File: src/rtl/sdram_pkg.sv
// Shared definitions for the SDRAM write engine: command encodings, FSM states
// and the precharge-all address constant.
package sdram_pkg;

    localparam logic [3:0] CMD_NOP   = 4'b0111;
    localparam logic [3:0] CMD_ACT   = 4'b0011;
    localparam logic [3:0] CMD_WRITE = 4'b0100;
    localparam logic [3:0] CMD_PALL  = 4'b0010;

    // A10 alone selects all banks on PRECHARGE.
    localparam logic [15:0] PALL_ADDR = 16'h0400;

    localparam int CNT_W = 8;

    typedef enum logic [7:0] {
        ST_IDLE  = 8'b0000_0001,
        ST_REQ   = 8'b0000_0010,
        ST_ACT   = 8'b0000_0100,
        ST_TRCD  = 8'b0000_1000,
        ST_WRITE = 8'b0001_0000,
        ST_TWR   = 8'b0010_0000,
        ST_PRE   = 8'b0100_0000,
        ST_TRP   = 8'b1000_0000
    } wr_state_e;

endpackage

File: src/rtl/sdram_addr_gen.sv
// Row/column/remaining-burst counters for the write engine; a step advances one
// burst and rolls the row when the column wraps.
module sdram_addr_gen #(
    parameter int ROW_W     = 13,
    parameter int COL_W     = 9,
    parameter int LEN_W     = 16,
    parameter int BURST_LEN = 4
) (
    input  logic             clk_i,
    input  logic             rst_i,
    input  logic             load_i,
    input  logic             step_i,
    input  logic [ROW_W-1:0] row_i,
    input  logic [COL_W-1:0] col_i,
    input  logic [LEN_W-1:0] num_i,
    output logic [ROW_W-1:0] row_o,
    output logic [COL_W-1:0] col_o,
    output logic             row_end_o,
    output logic             last_o
);

    localparam logic [COL_W-1:0] COL_STEP = COL_W'(BURST_LEN);
    localparam logic [COL_W-1:0] COL_MASK = ~(COL_W'(BURST_LEN - 1));

    logic [ROW_W-1:0] row_q;
    logic [COL_W-1:0] col_q;
    logic [COL_W-1:0] col_nxt;
    logic [LEN_W-1:0] rem_q;

    assign col_nxt   = col_q + COL_STEP;
    assign row_end_o = (col_nxt == '0);
    assign last_o    = (rem_q == LEN_W'(1));
    assign row_o     = row_q;
    assign col_o     = col_q;

    always_ff @(posedge clk_i) begin
        if (rst_i) begin
            row_q <= '0;
            col_q <= '0;
            rem_q <= '0;
        end else if (load_i) begin
            row_q <= row_i;
            col_q <= col_i & COL_MASK;
            rem_q <= num_i;
        end else if (step_i) begin
            rem_q <= rem_q - LEN_W'(1);
            col_q <= col_nxt;
            if (row_end_o) begin
                row_q <= row_q + ROW_W'(1);
            end
        end
    end

endmodule

File: src/rtl/sdram_write_burst.sv
// SDRAM burst write engine: ACT / WRITE bursts / PALL under arbiter grant.
// IDLE wait trig | REQ ask bus | ACT open row | TRCD act->write | WRITE beats
// TWR write recovery | PRE precharge all | TRP precharge wait, then IDLE/REQ/ACT
module sdram_write_burst
    import sdram_pkg::*;
#(
    parameter int DATA_W    = 16,
    parameter int ROW_W     = 13,
    parameter int COL_W     = 9,
    parameter int BANK_W    = 2,
    parameter int ADDR_W    = 13,
    parameter int BURST_LEN = 4,
    parameter int LEN_W     = 16,
    parameter int TRCD_CYC  = 2,
    parameter int TWR_CYC   = 2,
    parameter int TRP_CYC   = 2
) (
    input  logic              clk_i,
    input  logic              rst_i,
    input  logic              aref_req_i,
    input  logic              wr_en_i,
    input  logic              wr_trig_i,
    input  logic [BANK_W-1:0] wr_bank_i,
    input  logic [ROW_W-1:0]  wr_row_i,
    input  logic [COL_W-1:0]  wr_col_i,
    input  logic [LEN_W-1:0]  wr_burst_num_i,
    output logic              wr_req_o,
    output logic              wr_busy_o,
    output logic              flag_wr_end_o,
    output logic              flag_wr_done_o,
    output logic [3:0]        wr_cmd_o,
    output logic [BANK_W-1:0] wr_ba_o,
    output logic [ADDR_W-1:0] wr_addr_o,
    output logic [DATA_W-1:0] wr_data_o,
    output logic              wfifo_rd_en_o,
    input  logic [DATA_W-1:0] wfifo_rd_data_i
);

    localparam int BEAT_W = (BURST_LEN > 1) ? $clog2(BURST_LEN) : 1;
    localparam logic [BEAT_W-1:0] BEAT_LAST = BEAT_W'(BURST_LEN - 1);
    localparam logic [COL_W-1:0]  COL_STEP  = COL_W'(BURST_LEN);

    wr_state_e         state_q, state_d;
    logic [BEAT_W-1:0] beat_q, beat_d;
    logic [CNT_W-1:0]  cnt_q, cnt_d;
    logic [BANK_W-1:0] bank_q;
    logic              done_q, aref_q;
    logic [3:0]        cmd_q;
    logic [ADDR_W-1:0] addr_q;
    logic [BANK_W-1:0] ba_q;
    logic              flag_end_q, flag_done_q, busy_q;

    logic              load, step, exit_wr, zero_trig, trp_done;
    logic [ROW_W-1:0]  row;
    logic [COL_W-1:0]  col, col_wr;
    logic              row_end, last;

    sdram_addr_gen #(
        .ROW_W    (ROW_W),
        .COL_W    (COL_W),
        .LEN_W    (LEN_W),
        .BURST_LEN(BURST_LEN)
    ) u_addr_gen (
        .clk_i    (clk_i),
        .rst_i    (rst_i),
        .load_i   (load),
        .step_i   (step),
        .row_i    (wr_row_i),
        .col_i    (wr_col_i),
        .num_i    (wr_burst_num_i),
        .row_o    (row),
        .col_o    (col),
        .row_end_o(row_end),
        .last_o   (last)
    );

    // A back-to-back burst issues its WRITE on the same edge the counters step.
    assign col_wr = (state_q == ST_WRITE) ? col + COL_STEP : col;

    always_comb begin
        state_d   = state_q;
        beat_d    = beat_q;
        cnt_d     = cnt_q;
        load      = 1'b0;
        step      = 1'b0;
        exit_wr   = 1'b0;
        zero_trig = 1'b0;
        trp_done  = 1'b0;
        case (state_q)
            ST_IDLE: begin
                if (wr_trig_i) begin
                    if (wr_burst_num_i != '0) begin
                        load    = 1'b1;
                        state_d = ST_REQ;
                    end else begin
                        zero_trig = 1'b1;
                    end
                end
            end
            ST_REQ: begin
                if (wr_en_i) state_d = ST_ACT;
            end
            ST_ACT: begin
                beat_d = '0;
                if (TRCD_CYC == 1) begin
                    state_d = ST_WRITE;
                end else begin
                    state_d = ST_TRCD;
                    cnt_d   = CNT_W'(TRCD_CYC - 2);
                end
            end
            ST_TRCD: begin
                if (cnt_q == '0) state_d = ST_WRITE;
                else             cnt_d   = cnt_q - CNT_W'(1);
            end
            ST_WRITE: begin
                if (beat_q == BEAT_LAST) begin
                    step   = 1'b1;
                    beat_d = '0;
                    if (last || aref_req_i || row_end) begin
                        exit_wr = 1'b1;
                        state_d = ST_TWR;
                        cnt_d   = CNT_W'(TWR_CYC - 1);
                    end
                end else begin
                    beat_d = beat_q + BEAT_W'(1);
                end
            end
            ST_TWR: begin
                if (cnt_q == '0) state_d = ST_PRE;
                else             cnt_d   = cnt_q - CNT_W'(1);
            end
            ST_PRE: begin
                if (TRP_CYC == 1) begin
                    trp_done = 1'b1;
                end else begin
                    state_d = ST_TRP;
                    cnt_d   = CNT_W'(TRP_CYC - 2);
                end
            end
            ST_TRP: begin
                if (cnt_q == '0) trp_done = 1'b1;
                else             cnt_d    = cnt_q - CNT_W'(1);
            end
            default: state_d = ST_IDLE;
        endcase
        if (trp_done) begin
            state_d = done_q ? ST_IDLE : (aref_q ? ST_REQ : ST_ACT);
        end
    end

    always_ff @(posedge clk_i) begin
        if (rst_i) begin
            state_q     <= ST_IDLE;
            beat_q      <= '0;
            cnt_q       <= '0;
            bank_q      <= '0;
            done_q      <= 1'b0;
            aref_q      <= 1'b0;
            cmd_q       <= CMD_NOP;
            addr_q      <= ADDR_W'(PALL_ADDR);
            ba_q        <= '0;
            flag_end_q  <= 1'b0;
            flag_done_q <= 1'b0;
            busy_q      <= 1'b0;
        end else begin
            state_q     <= state_d;
            beat_q      <= beat_d;
            cnt_q       <= cnt_d;
            busy_q      <= (state_d != ST_IDLE);
            flag_end_q  <= (state_q == ST_PRE) && (done_q || aref_q);
            flag_done_q <= zero_trig || (trp_done && done_q);
            if (load) bank_q <= wr_bank_i;
            if (exit_wr) begin
                done_q <= last;
                aref_q <= aref_req_i;
            end
            cmd_q <= CMD_NOP;
            case (state_d)
                ST_ACT: begin
                    cmd_q  <= CMD_ACT;
                    addr_q <= ADDR_W'(row);
                    ba_q   <= bank_q;
                end
                ST_WRITE: begin
                    if (beat_d == '0) begin
                        cmd_q  <= CMD_WRITE;
                        addr_q <= ADDR_W'(col_wr);
                        ba_q   <= bank_q;
                    end
                end
                ST_PRE: begin
                    cmd_q  <= CMD_PALL;
                    addr_q <= ADDR_W'(PALL_ADDR);
                end
                default: ;
            endcase
        end
    end

    assign wr_req_o       = (state_q == ST_REQ);
    assign wr_busy_o      = busy_q;
    assign flag_wr_end_o  = flag_end_q;
    assign flag_wr_done_o = flag_done_q;
    assign wr_cmd_o       = cmd_q;
    assign wr_ba_o        = ba_q;
    assign wr_addr_o      = addr_q;
    assign wr_data_o      = wfifo_rd_data_i;
    assign wfifo_rd_en_o  = !rst_i && (state_d == ST_WRITE);

endmodule

File: config.mk
export PLATFORM = sky130hd
export DESIGN_NAME = sdram_write_burst
export DESIGN_NICKNAME = d
export VERILOG_FILES = /design/src/rtl/sdram_pkg.sv /design/src/rtl/sdram_addr_gen.sv /design/src/rtl/sdram_write_burst.sv
export SDC_FILE = /design/constraint.sdc
export NUM_CORES = 1
export LEC_CHECK = 0
export ABC_CLOCK_PERIOD_IN_PS = 2800
export BUFFER_PORTS_ARGS = -buffer_cell sky130_fd_sc_hd__buf_2
export CAP_MARGIN = 20
export CORE_AREA = 2 2 116 118
export DETAILED_ROUTE_END_ITERATION = 6
export DIE_AREA = 0 0 118 120
export MAX_ROUTING_LAYER = met4
export PLACE_DENSITY_LB_ADDON = 0.3
export SLEW_MARGIN = 20
export SYNTH_ARGS = -nofsm -noshare
export SYNTH_HDL_FRONTEND = slang
export SYNTH_HIERARCHICAL = 1
export SYNTH_SLANG_ARGS = --single-unit
File: constraint.sdc
create_clock -name clk_i -period 2.8 [get_ports clk_i]
set_clock_uncertainty 0.05 [all_clocks]
set_input_delay 0.14 -clock clk_i [delete_from_list [all_inputs] [get_ports clk_i]]
set_output_delay 0.14 -clock clk_i [all_outputs]
set_load 0.02 [all_outputs]
==> results of run 1 <==
metal layers:
metal,share of wire (%),wire [um],track usage [%],vias to the layer above
met1,49,6020,23.5,2032
met5,0,0,-,-
met4,1.2,151,5.42,0
li1,-,-,-,2165
met3,3.9,481,4.18,12
met2,46,5650,29.3,95
state kept, by name, indices dropped and copies added (netlist names):
register          count
state_q               8
flag_wr_done_o        1
wr_ba_o               2
done_q                1
beat_q                2
wr_cmd_o              3
aref_q                1
wr_busy_o             1
u_addr_gen/rem_q     16
flag_wr_end_o         1
u_addr_gen/col_o      7
wr_addr_o            13
bank_q                2
u_addr_gen/row_o     13
cnt_q                 8
stage by stage:
step | setup TNS, ns | cells
floorplan | -0.0205 | 570
global placement | 0 | 802
detailed placement | -0.00108 | 802
CTS | 0 | 825
global route | -0.163 | 828
finish | 0 | 828
cells in the mapped netlist (all sizes together), types with 16 or more instances:
cell,n
nand4,16
inv,23
buf,31
clkbuf,22
nor2b,18
a21oi,38
nor4,16
nor3,20
nand2,30
nor2,77
dfxtp,79
xor2,27
power by group:
| part | switching (uW) | internal, uW |
|---|---|---|
| registers | 62.5 | 1180 |
| clock network | 475 | 801 |
| logic | 259 | 214 |
worst max path at each step:
stage                                           startpoint                         end  slack [ns]
after floorplan           u_addr_gen/col_o[2]$_SDFFE_PP0P_  wr_addr_o[10]$_SDFFE_PP1P_       -0.02
after global placement    u_addr_gen/rem_q[9]$_SDFFE_PP0P_     wr_ba_o[1]$_SDFFE_PP0P_        0.03
after detailed placement  u_addr_gen/rem_q[9]$_SDFFE_PP0P_     wr_ba_o[0]$_SDFFE_PP0P_      -0.001
after CTS                 u_addr_gen/rem_q[9]$_SDFFE_PP0P_               wfifo_rd_en_o        0.01
after global routing      u_addr_gen/rem_q[9]$_SDFFE_PP0P_               wfifo_rd_en_o       -0.06
final                     u_addr_gen/rem_q[9]$_SDFFE_PP0P_               wfifo_rd_en_o        0.07
worst max-delay path: cells and delay by family, from the launching register on:
| family | cells | cell delay (ns) |
|---|---|---|
| compound gates | 2 | 0.44 |
| buf+inv | 2 | 0.35 |
| flops | 1 | 0.31 |
| simple gates | 5 | 1.11 |
final cells by class:
type / count / area share [%]
inverter: 23 / 1.46
multi-input combinational: 415 / 49.3
clock inverter: 5 / 1.38
timing repair buffer: 120 / 13.3
tap: 176 / 3.72
sequential: 79 / 26.7
clock buffer: 10 / 4.04
cell families (layout without fill, tap and decap cells):
family,after synthesis,after routing
multiplexers,15,15
adder cells (fa/ha/maj),7,7
flip-flops,79,79
AO/OA/AOI/OAI,115,115
buffers and inverters,76,158
other,2,3
AND/OR/NAND/NOR,233,233
XOR/XNOR,42,42
what timing repair did:
item / CTS / global route
gates cloned: 0 / 0
hold buffers: 8 / 0
endpoints found under the hold margin: 8 / 0
endpoints found under the setup margin: 3 / 13
pin swaps: 2 / 1
gates resized for setup: 2 / 5
setup buffers: 0 / 3
==> results.sh, run 1 <==
export IMPL_slew_viol_final=0
export IMPL_holdPathStages=3
export IMPL_worstMarginPinSlew_ns=0.707
export IMPL_yosys_area_share_adder_pct=1.82
export IMPL_worstHoldEndpoint="u_addr_gen/col_o[4]$_SDFFE_PP0P_"
export IMPL_synth_flop_cell="dfxtp_1"
export IMPL_drtPass1Iterations=5
export IMPL_cts_max_path_buffers=2
export IMPL_synth_simple_area_share_pct=27.8
export IMPL_syn_cell_area_um2=4820
export IMPL_postSynth_asyncResetShare_pct=0
export IMPL_multi_input_area_um2=2920
export IMPL_gp_congestion=0.833
export IMPL_path_class="reg -> out"
export IMPL_final_hold_viol_count=1
export IMPL_place_hpwl_mm=9.01
export IMPL_violations="negative hold slack"
export IMPL_cp_end_kind="output pin"
export IMPL_diodes=0
export IMPL_layout_drive_gt1_share_pct=26.2
export IMPL_port_buffers=65
export IMPL_synth_area_leaders="dfxtp_1 (33%), nor2_1 (6.0%), xor2_1 (4.9%)"
export IMPL_start_kind="flip-flop"
export IMPL_insertion_delay_ns=0.34
export IMPL_nFillCells=1267
export IMPL_syn_to_final_growth_pct=22.7
export IMPL_synth_xor_area_share_pct=7.63
export IMPL_path_max_fanout=5
export IMPL_final_common_cell="dfxtp_1"
export IMPL_finish_utilization_pct=45.6
export IMPL_fin_nets=716
export IMPL_grt_use_total_pct=18.4
export IMPL_synth_distinct_cells=75
export IMPL_cts_htree_levels=3
export IMPL_final_cell_area_um2=5910
export IMPL_ant_nets=0
export IMPL_mostFrequentLayoutCells="dfxtp_1 (79), nor2_1 (77), buf_2 (64)"
export IMPL_overflow=0
export IMPL_synth_mux_area_share_pct=3.38
export IMPL_vias=4304
export IMPL_dp_slack_ns=-0.00108
export IMPL_regArea_um2=1580
export IMPL_max_cap_viol_count=0
export IMPL_cp_slowest_cell="or4_4"
export IMPL_r2r_slack_ns=0.10
export IMPL_arrival_ns=2.54
export IMPL_power_uw=2990
export IMPL_cellPowerDensity_nw_per_um2=506
export IMPL_antenna_found_initial=0
export IMPL_final_setup_worst_slack_ns=0.0660
export IMPL_fmax_mhz=366
export IMPL_synth_edf_count=0
export IMPL_outcome="complete, but fails checks"
export IMPL_whs_ns=-0.000373
export IMPL_die_height_um=120
export IMPL_drt_iter0_markers=409
export IMPL_period_share_pct=97.6
export IMPL_rr_worst_depth=10
export IMPL_min_period_ns=2.73
export IMPL_wl_per_cell_um=14.9
export IMPL_initial_core_util_pct=37.1
export IMPL_dieArea_um2=14200
export IMPL_synth_avg_cell_area_um2=8.47
export IMPL_post_drt_via_cell_ratio=5.20
export IMPL_relSlewSlack_pct=52.9
export IMPL_cts_tree="yes"
export IMPL_finalSetupViolations=0
export IMPL_place_area_um2=5460
export IMPL_synth_warnings=6
export IMPL_std_cell_rows=42
export IMPL_hold_path_class="in -> reg"
export IMPL_synth_top_family_by_area="simple AND/OR/NAND/NOR gates"
export IMPL_ys_ff_latch=79
export IMPL_first_global_vias=4179
export IMPL_reg2reg_from="u_addr_gen/rem_q[9]$_SDFFE_PP0P_"
export IMPL_core_area_um2=13000
export IMPL_rsz0062_at_grt="true"
export IMPL_grt_pass1_wl_mm=20.6
export IMPL_cts_buffers=9
export IMPL_leakagePower_uw=0.00241
export IMPL_synth_cells=569
export IMPL_synth_compound_area_share_pct=18.3
export IMPL_hold_path_startpoint="wr_col_i[4]"
export IMPL_yosysTopAreaCellShare_pct=32.8
export IMPL_yosysTopAreaCell="dfxtp_1"
export IMPL_cts_sink_count=79
export IMPL_drc=0
export IMPL_path_clk_slew_ns=0.06
export IMPL_vdd_drop_max_uv=338
export IMPL_grt_max_degree=38
export IMPL_fp_dieW_um=118
export IMPL_ioPinCount=101
export IMPL_ys_seq_area_share_pct=32.8
export IMPL_worstReg2RegEnd="wr_addr_o[10]$_SDFFE_PP1P_"
export IMPL_critPathRequiredTime_ns=2.61
export IMPL_drt_total_wl_mm=12.3
export IMPL_ctsRootBufferMaster="clkbuf_16"
export IMPL_cpPeakStageDelay_ns=0.53
export IMPL_cp_cell_sequence="or4_4 -> or2_4 -> nor4_4 -> o31a_1 -> nor3_4 -> o2bb2ai_4 -> buf_6 -> nor2_1 -> buf_4"
Power figures use the tool's default switching activity.
==> run 2: changes to the inputs <==
--- a/config.mk
+++ b/config.mk
@@ -6,7 +6,7 @@
 export NUM_CORES = 1
 export LEC_CHECK = 0
 export ABC_CLOCK_PERIOD_IN_PS = 2800
-export BUFFER_PORTS_ARGS = -buffer_cell sky130_fd_sc_hd__buf_2
+export BUFFER_PORTS_ARGS = -buffer_cell sky130_fd_sc_hd__buf_4
 export CAP_MARGIN = 20
 export CORE_AREA = 2 2 116 118
 export DETAILED_ROUTE_END_ITERATION = 6
==> results.sh, run 2 (synthesis results as in run 1) <==
export IMPL_first_global_vias=4218
export IMPL_antenna_found_initial=0
export IMPL_max_cap_viol_count=0
export IMPL_arrival_ns=2.89
export IMPL_worstMarginPinSlew_ns=0.613
export IMPL_worst_path_buf_inv=1
export IMPL_fin_nets=715
export IMPL_rr_worst_depth=10
export IMPL_vdd_drop_max_uv=259
export IMPL_clockPowerShare_pct=38.8
export IMPL_ctsRootBufferMaster="clkbuf_16"
export IMPL_fmax_mhz=368
export IMPL_dp_cells=801
export IMPL_finalSetupViolations=0
export IMPL_mostFrequentLayoutCells="buf_4 (109), dfxtp_1 (78), nor2_1 (75)"
export IMPL_grt_max_degree=57
export IMPL_path_clk_slew_ns=0.06
export IMPL_drt_iter0_markers=341
export IMPL_rsz0062_at_grt="true"
export IMPL_dp_slack_ns=-0.0725
export IMPL_cts_tree="yes"
export IMPL_wl_per_cell_um=14.7
export IMPL_cts_buffers=9
export IMPL_seq_power_share_pct=44.2
export IMPL_final_hold_viol_count=0
export IMPL_worstHoldEndpoint="u_addr_gen/rem_q[10]$_SDFFE_PP0P_"
export IMPL_leakagePower_uw=0.00241
export IMPL_slew_viol_final=0
export IMPL_drtPass1Iterations=4
export IMPL_cp_cell_sequence="or4_4 -> or2_4 -> nor4_4 -> o31a_1 -> nor3_4 -> o2bb2ai_4 -> mux2i_4 -> buf_4 -> a21oi_1 -> a211o_1"
export IMPL_relSlewSlack_pct=59.1
export IMPL_ioPinCount=101
export IMPL_final_setup_worst_slack_ns=0.0844
export IMPL_cpPeakStageDelay_ns=0.52
export IMPL_p_comb_share_pct=17.0
export IMPL_drt_total_wl_mm=12.2
export IMPL_r2r_slack_ns=0.08
export IMPL_critPathRequiredTime_ns=2.97
export IMPL_cp_slowest_cell="or4_4"
export IMPL_drc=0
export IMPL_intPower_uw=2030
export IMPL_cts_sink_count=79
export IMPL_syn_to_final_growth_pct=24.8
export IMPL_switching_power_uw=782
export IMPL_worstReg2RegEnd="wr_addr_o[10]$_SDFFE_PP1P_"
export IMPL_cts_max_path_buffers=2
export IMPL_switching_share_pct=27.8
export IMPL_stdcell_count=828
export IMPL_place_hpwl_mm=8.95
export IMPL_post_drt_via_cell_ratio=5.18
export IMPL_gp_congestion=0.869
export IMPL_fp_dieW_um=118
export IMPL_core_area_um2=13000
export IMPL_initial_core_util_pct=37.1
export IMPL_reg2reg_from="u_addr_gen/rem_q[9]$_SDFFE_PP0P_"
export IMPL_cellPowerDensity_nw_per_um2=468
export IMPL_holdPathStages=3
export IMPL_outcome="completed"
export IMPL_cp_top_family="simple AND/OR/NAND/NOR gates"
export IMPL_port_buffers=65
export IMPL_ant_nets=0
export IMPL_final_common_cell="buf_4"
export IMPL_diodes=0
export IMPL_path_class="reg -> reg"
export IMPL_std_cell_rows=42
export IMPL_path_depth=10
export IMPL_hold_path_class="in -> reg"
export IMPL_overflow=0
export IMPL_cp_end_kind="flip-flop"
export IMPL_grt_use_total_pct=18.2
export IMPL_start_kind="flip-flop"
export IMPL_hold_path_startpoint="wr_burst_num_i[10]"
export IMPL_path_max_fanout=3
export IMPL_die_height_um=120
export IMPL_cts_htree_levels=3
export IMPL_layout_drive_gt1_share_pct=26.5
export IMPL_vias=4286
export IMPL_period_share_pct=97.0
export IMPL_min_period_ns=2.72
export IMPL_dieArea_um2=14200
export IMPL_power_uw=2820
export IMPL_grt_pass1_wl_mm=20.6
export IMPL_insertion_delay_ns=0.33
export IMPL_finish_utilization_pct=46.3
export IMPL_largest_reg_flops=16
export IMPL_largest_register="u_addr_gen/rem_q"
-- run 2: cell types whose count changed in the layout (fill, tap and decap cells not counted), sizes merged --
| cell | delta |
|---|---|
| clkinv | +3 |
| bufinv | -2 |
| clkbuf | +1 |
| clkinvlp | -1 |
| dlygate4sd3 | -1 |
-- run 2: cell type report --
class / count / area (um2)
repair buffers: 119 / 931
clock buffers: 11 / 243
well taps: 176 / 220
multi-input cells: 415 / 2920
fillers: 1293 / 6970
inverters: 23 / 86.3
clock inverters: 5 / 32.5
flip-flops and latches: 79 / 1580
-- run 2: layer usage --
metal | global-route usage (%) | part of all wire [%] | vias to the layer above
met5 | - | 0 | -
met4 | 4.44 | 0.97 | 0
met3 | 3.99 | 5.5 | 13
met2 | 29.1 | 47 | 113
met1 | 23.5 | 46 | 2001
li1 | - | - | 2159
-- run 2: what timing repair did --
action                     CTS  global route
pin swaps                    2             1
cloned                       0             0
gates resized for setup      2             7
hold buffers                 7             0
hold endpoints to repair     7             0
setup endpoints to repair    8            13
buffers inserted             1             3
-- run 2: worst max path at each step --
| stage | start | slack, ns | to |
|---|---|---|---|
| floorplan | u_addr_gen/col_o[2]$_SDFFE_PP0P_ | -0.02 | wr_addr_o[10]$_SDFFE_PP1P_ |
| global placement | u_addr_gen/rem_q[9]$_SDFFE_PP0P_ | -0.006 | wr_ba_o[1]$_SDFFE_PP0P_ |
| detailed placement | u_addr_gen/rem_q[9]$_SDFFE_PP0P_ | -0.07 | wr_ba_o[1]$_SDFFE_PP0P_ |
| CTS | u_addr_gen/rem_q[9]$_SDFFE_PP0P_ | 0.01 | wfifo_rd_en_o |
| global route | u_addr_gen/rem_q[9]$_SDFFE_PP0P_ | -0.01 | wfifo_rd_en_o |
| finish | u_addr_gen/rem_q[9]$_SDFFE_PP0P_ | 0.08 | wr_addr_o[10]$_SDFFE_PP1P_ |
-- run 2: power groups by stage --
stage | combinational, uW | sequential [uW] | clock, uW
global placement | 458 | 1270 | 0
detailed placement | 465 | 1270 | 0
global route | 530 | 1250 | 1160
CTS | 478 | 1240 | 1120
floorplan | 324 | 1270 | 0
finish | 479 | 1240 | 1090
-- run 2: metrics by stage --
step	area [um2]	hold WS [ns]	TNS (ns)
6_report	6010	0.00310	0
5_1_grt	6010	0.00825	-0.0146
2_1_floorplan	4880	0.216	-0.0205
3_5_place_dp	5610	0.230	-0.118
3_3_place_gp	5610	0.230	-0.00806
4_1_cts	5970	0.000206	0
-- run 2: worst register-to-register path, delay by kind of cell (launching register included) --
kind / cells / cell delay, ns
muxes: 1 / 0.29
DFF: 1 / 0.32
buffers and inverters: 1 / 0.15
AOI/OAI and AO/OA: 4 / 0.75
and+or+nand+nor: 4 / 1.05
==> run 3: changes to the inputs <==
--- a/config.mk
+++ b/config.mk
@@ -5,12 +5,13 @@
 export SDC_FILE = /design/constraint.sdc
 export NUM_CORES = 1
 export LEC_CHECK = 0
+export ABC_AREA = 1
 export ABC_CLOCK_PERIOD_IN_PS = 2800
 export BUFFER_PORTS_ARGS = -buffer_cell sky130_fd_sc_hd__buf_4
 export CAP_MARGIN = 20
-export CORE_AREA = 2 2 116 118
+export CORE_AREA = 2 2 120 122
 export DETAILED_ROUTE_END_ITERATION = 6
-export DIE_AREA = 0 0 118 120
+export DIE_AREA = 0 0 122 124
 export MAX_ROUTING_LAYER = met4
 export PLACE_DENSITY_LB_ADDON = 0.3
 export SLEW_MARGIN = 20
==> results.sh, run 3 <==
export IMPL_port_buffers=65
export IMPL_postSynth_asyncResetShare_pct=0
export IMPL_wl_per_cell_um=12.2
export IMPL_ys_ff_latch=79
export IMPL_slew_viol_final=0
export IMPL_largest_reg_flops=16
export IMPL_synth_area_leaders="dfxtp_1 (31%), nand2_1 (17%), nor2_1 (7.5%)"
export IMPL_syn_cell_area_um2=5180
export IMPL_path_class="reg -> out"
export IMPL_syn_to_final_growth_pct=17.6
export IMPL_final_hold_viol_count=0
export IMPL_drc=0
export IMPL_max_cap_viol_count=0
export IMPL_final_common_cell="nand2_1"
export IMPL_place_hpwl_mm=9.36
export IMPL_gp_congestion=0.900
export IMPL_dieArea_um2=15100
export IMPL_cellPowerDensity_nw_per_um2=496
export IMPL_fin_nets=923
export IMPL_cts_sink_count=79
export IMPL_synth_distinct_cells=41
export IMPL_ant_nets=0
export IMPL_outcome="completed"
export IMPL_yosysTopAreaCell="dfxtp_1"
export IMPL_post_drt_via_cell_ratio=4.78
export IMPL_die_height_um=124
export IMPL_critPathRequiredTime_ns=2.61
export IMPL_std_cell_rows=43
export IMPL_cts_htree_levels=3
export IMPL_fmax_mhz=392
export IMPL_antenna_found_initial=0
export IMPL_tns_ns=0
export IMPL_synth_edf_count=0
export IMPL_first_global_vias=4565
export IMPL_cts_tree="yes"
export IMPL_insertion_delay_ns=0.35
export IMPL_path_max_fanout=12
export IMPL_leakagePower_uw=0.00282
export IMPL_post_cts_buffers=0
export IMPL_rsz0062_at_grt="false"
export IMPL_largest_register="u_addr_gen/rem_q"
export IMPL_worstMarginPinSlew_ns=0.959
export IMPL_ys_seq_area_share_pct=30.6
export IMPL_min_period_ns=2.55
export IMPL_place_area_um2=5710
export IMPL_vias=4971
export IMPL_cts_max_path_buffers=2
export IMPL_ctsRootBufferMaster="clkbuf_16"
export IMPL_path_clk_slew_ns=0.06
export IMPL_relSlewSlack_pct=35.8
export IMPL_finalSetupViolations=0
export IMPL_ioPinCount=101
export IMPL_netlist_top_cells_count="nand2_1 (231), nor2_1 (103), inv_1 (83), dfxtp_1 (79), nand3_1 (66)"
export IMPL_yosysMostFrequentCell="nand2_1"
export IMPL_yosysTopAreaCellShare_pct=30.6
export IMPL_diodes=0
export IMPL_final_cell_area_um2=6090
export IMPL_grt_use_total_pct=18.4
export IMPL_period_share_pct=91.0
export IMPL_overflow=0
export IMPL_core_area_um2=13700
export IMPL_grt_pass1_wl_mm=21.3
export IMPL_arrival_ns=2.36
export IMPL_synth_cells=807
export IMPL_drtPass1Iterations=5
export IMPL_synth_warnings=6
export IMPL_cp_end_kind="output pin"
export IMPL_grt_max_degree=41
export IMPL_synth_flop_cell="dfxtp_1"
export IMPL_drt_iter0_markers=318
export IMPL_hold_path_class="in -> reg"
export IMPL_start_kind="flip-flop"
export IMPL_synth_avg_cell_area_um2=6.41
export IMPL_initial_core_util_pct=37.7
export IMPL_layout_drive_gt1_share_pct=19.3
export IMPL_fp_dieW_um=122
export IMPL_cts_buffers=9
export IMPL_drt_total_wl_mm=12.7
export IMPL_vdd_drop_max_uv=326
export IMPL_mostFrequentLayoutCells="nand2_1 (231), nor2_1 (102), inv_1 (83)"
==> run 3: path summary, 6_finish.rpt <==
kind	startpoint	endpoint	slack, ns	cells after the start
max reg2reg	u_addr_gen/col_o[2]$_SDFFE_PP0P_	wr_addr_o[9]$_SDFFE_PP0P_	0.33	17
min reg2reg	cnt_q[0]$_SDFFE_PP0P_	cnt_q[0]$_SDFFE_PP0P_	0.43	2
max	u_addr_gen/col_o[2]$_SDFFE_PP0P_	wfifo_rd_en_o	0.25	14
min	wr_bank_i[1]	bank_q[1]$_SDFFE_PP0P_	0.01	3
==> run 3: power breakdown <==
group | internal, uW | switching [uW] | total, uW
Combinational | 196 | 313 | 510
Clock | 811 | 463 | 1270
Sequential | 1180 | 57.6 | 1230
Total | 2180 | 833 | 3020
==> run 3: cell families after synthesis <==
logic type / count (synthesis) / synth area share (%)
other: 2 / 0.145
flip-flops: 79 / 30.6
multiplexers: 1 / 0.193
buffers and inverters: 133 / 11.8
XOR/XNOR: 14 / 2.37
AO/OA/AOI/OAI: 97 / 11.5
AND/OR/NAND/NOR: 474 / 41.8
adder cells (fa/ha/maj): 7 / 1.69
==> run 3: layout make-up <==
class | count | area, um2
clock inverter | 2 | 35.0
clock buffer | 14 | 294
tap | 180 | 225
timing repair buffer | 77 | 583
multi-input combinational | 596 | 3020
sequential | 79 | 1580
fill | 1501 | 7630
inverter | 92 | 348
==> run 3: critical path: stages, from the launching register on <==
cell and delay [ns]:
dfxtp_1 0.31, ha_1 0.24, nand2_1 0.10, inv_1 0.08
nand3_1 0.10, nand3_2 0.11, nor4_2 0.25, inv_1 0.06
nand2_1 0.12, a21oi_1 0.08, nand2_1 0.10, nand2_4 0.13
inv_4 0.11, nor2_1 0.05, buf_4 0.18
==> run 3: per-stage QoR <==
step | hold slack [ns] | setup slack [ns] | instances | total power [uW] | utilization [%]
after global placement | 0.230 | 0.287 | 1022 | 1760 | 41.6
final | 0.0150 | 0.251 | 1040 | 3020 | 44.4
after global routing | 0.0276 | 0.0152 | 1040 | 3160 | 44.4
after floorplan | 0.188 | 0.421 | 808 | 1640 | -
after detailed placement | 0.230 | 0.273 | 1022 | 1770 | 41.6
after CTS | 0.00443 | 0.142 | 1040 | 3050 | 44.2
==> run 3: layer usage <==
layer | routed length, um | global-route usage, % | vias up | share of wire (%)
met3 | 643 | 4.85 | 12 | 5.1
met1 | 6230 | 23.2 | 2203 | 49
met5 | 0 | - | - | 0
met2 | 5720 | 29.5 | 106 | 45
met4 | 133 | 4.24 | 0 | 1.0
li1 | - | - | 2650 | -
==> run 3: timing repair <==
item / CTS / global route
resized for setup: 0 / 6
hold buffers: 2 / 0
setup endpoints to repair: 0 / 11
endpoints found under the hold margin: 2 / 0
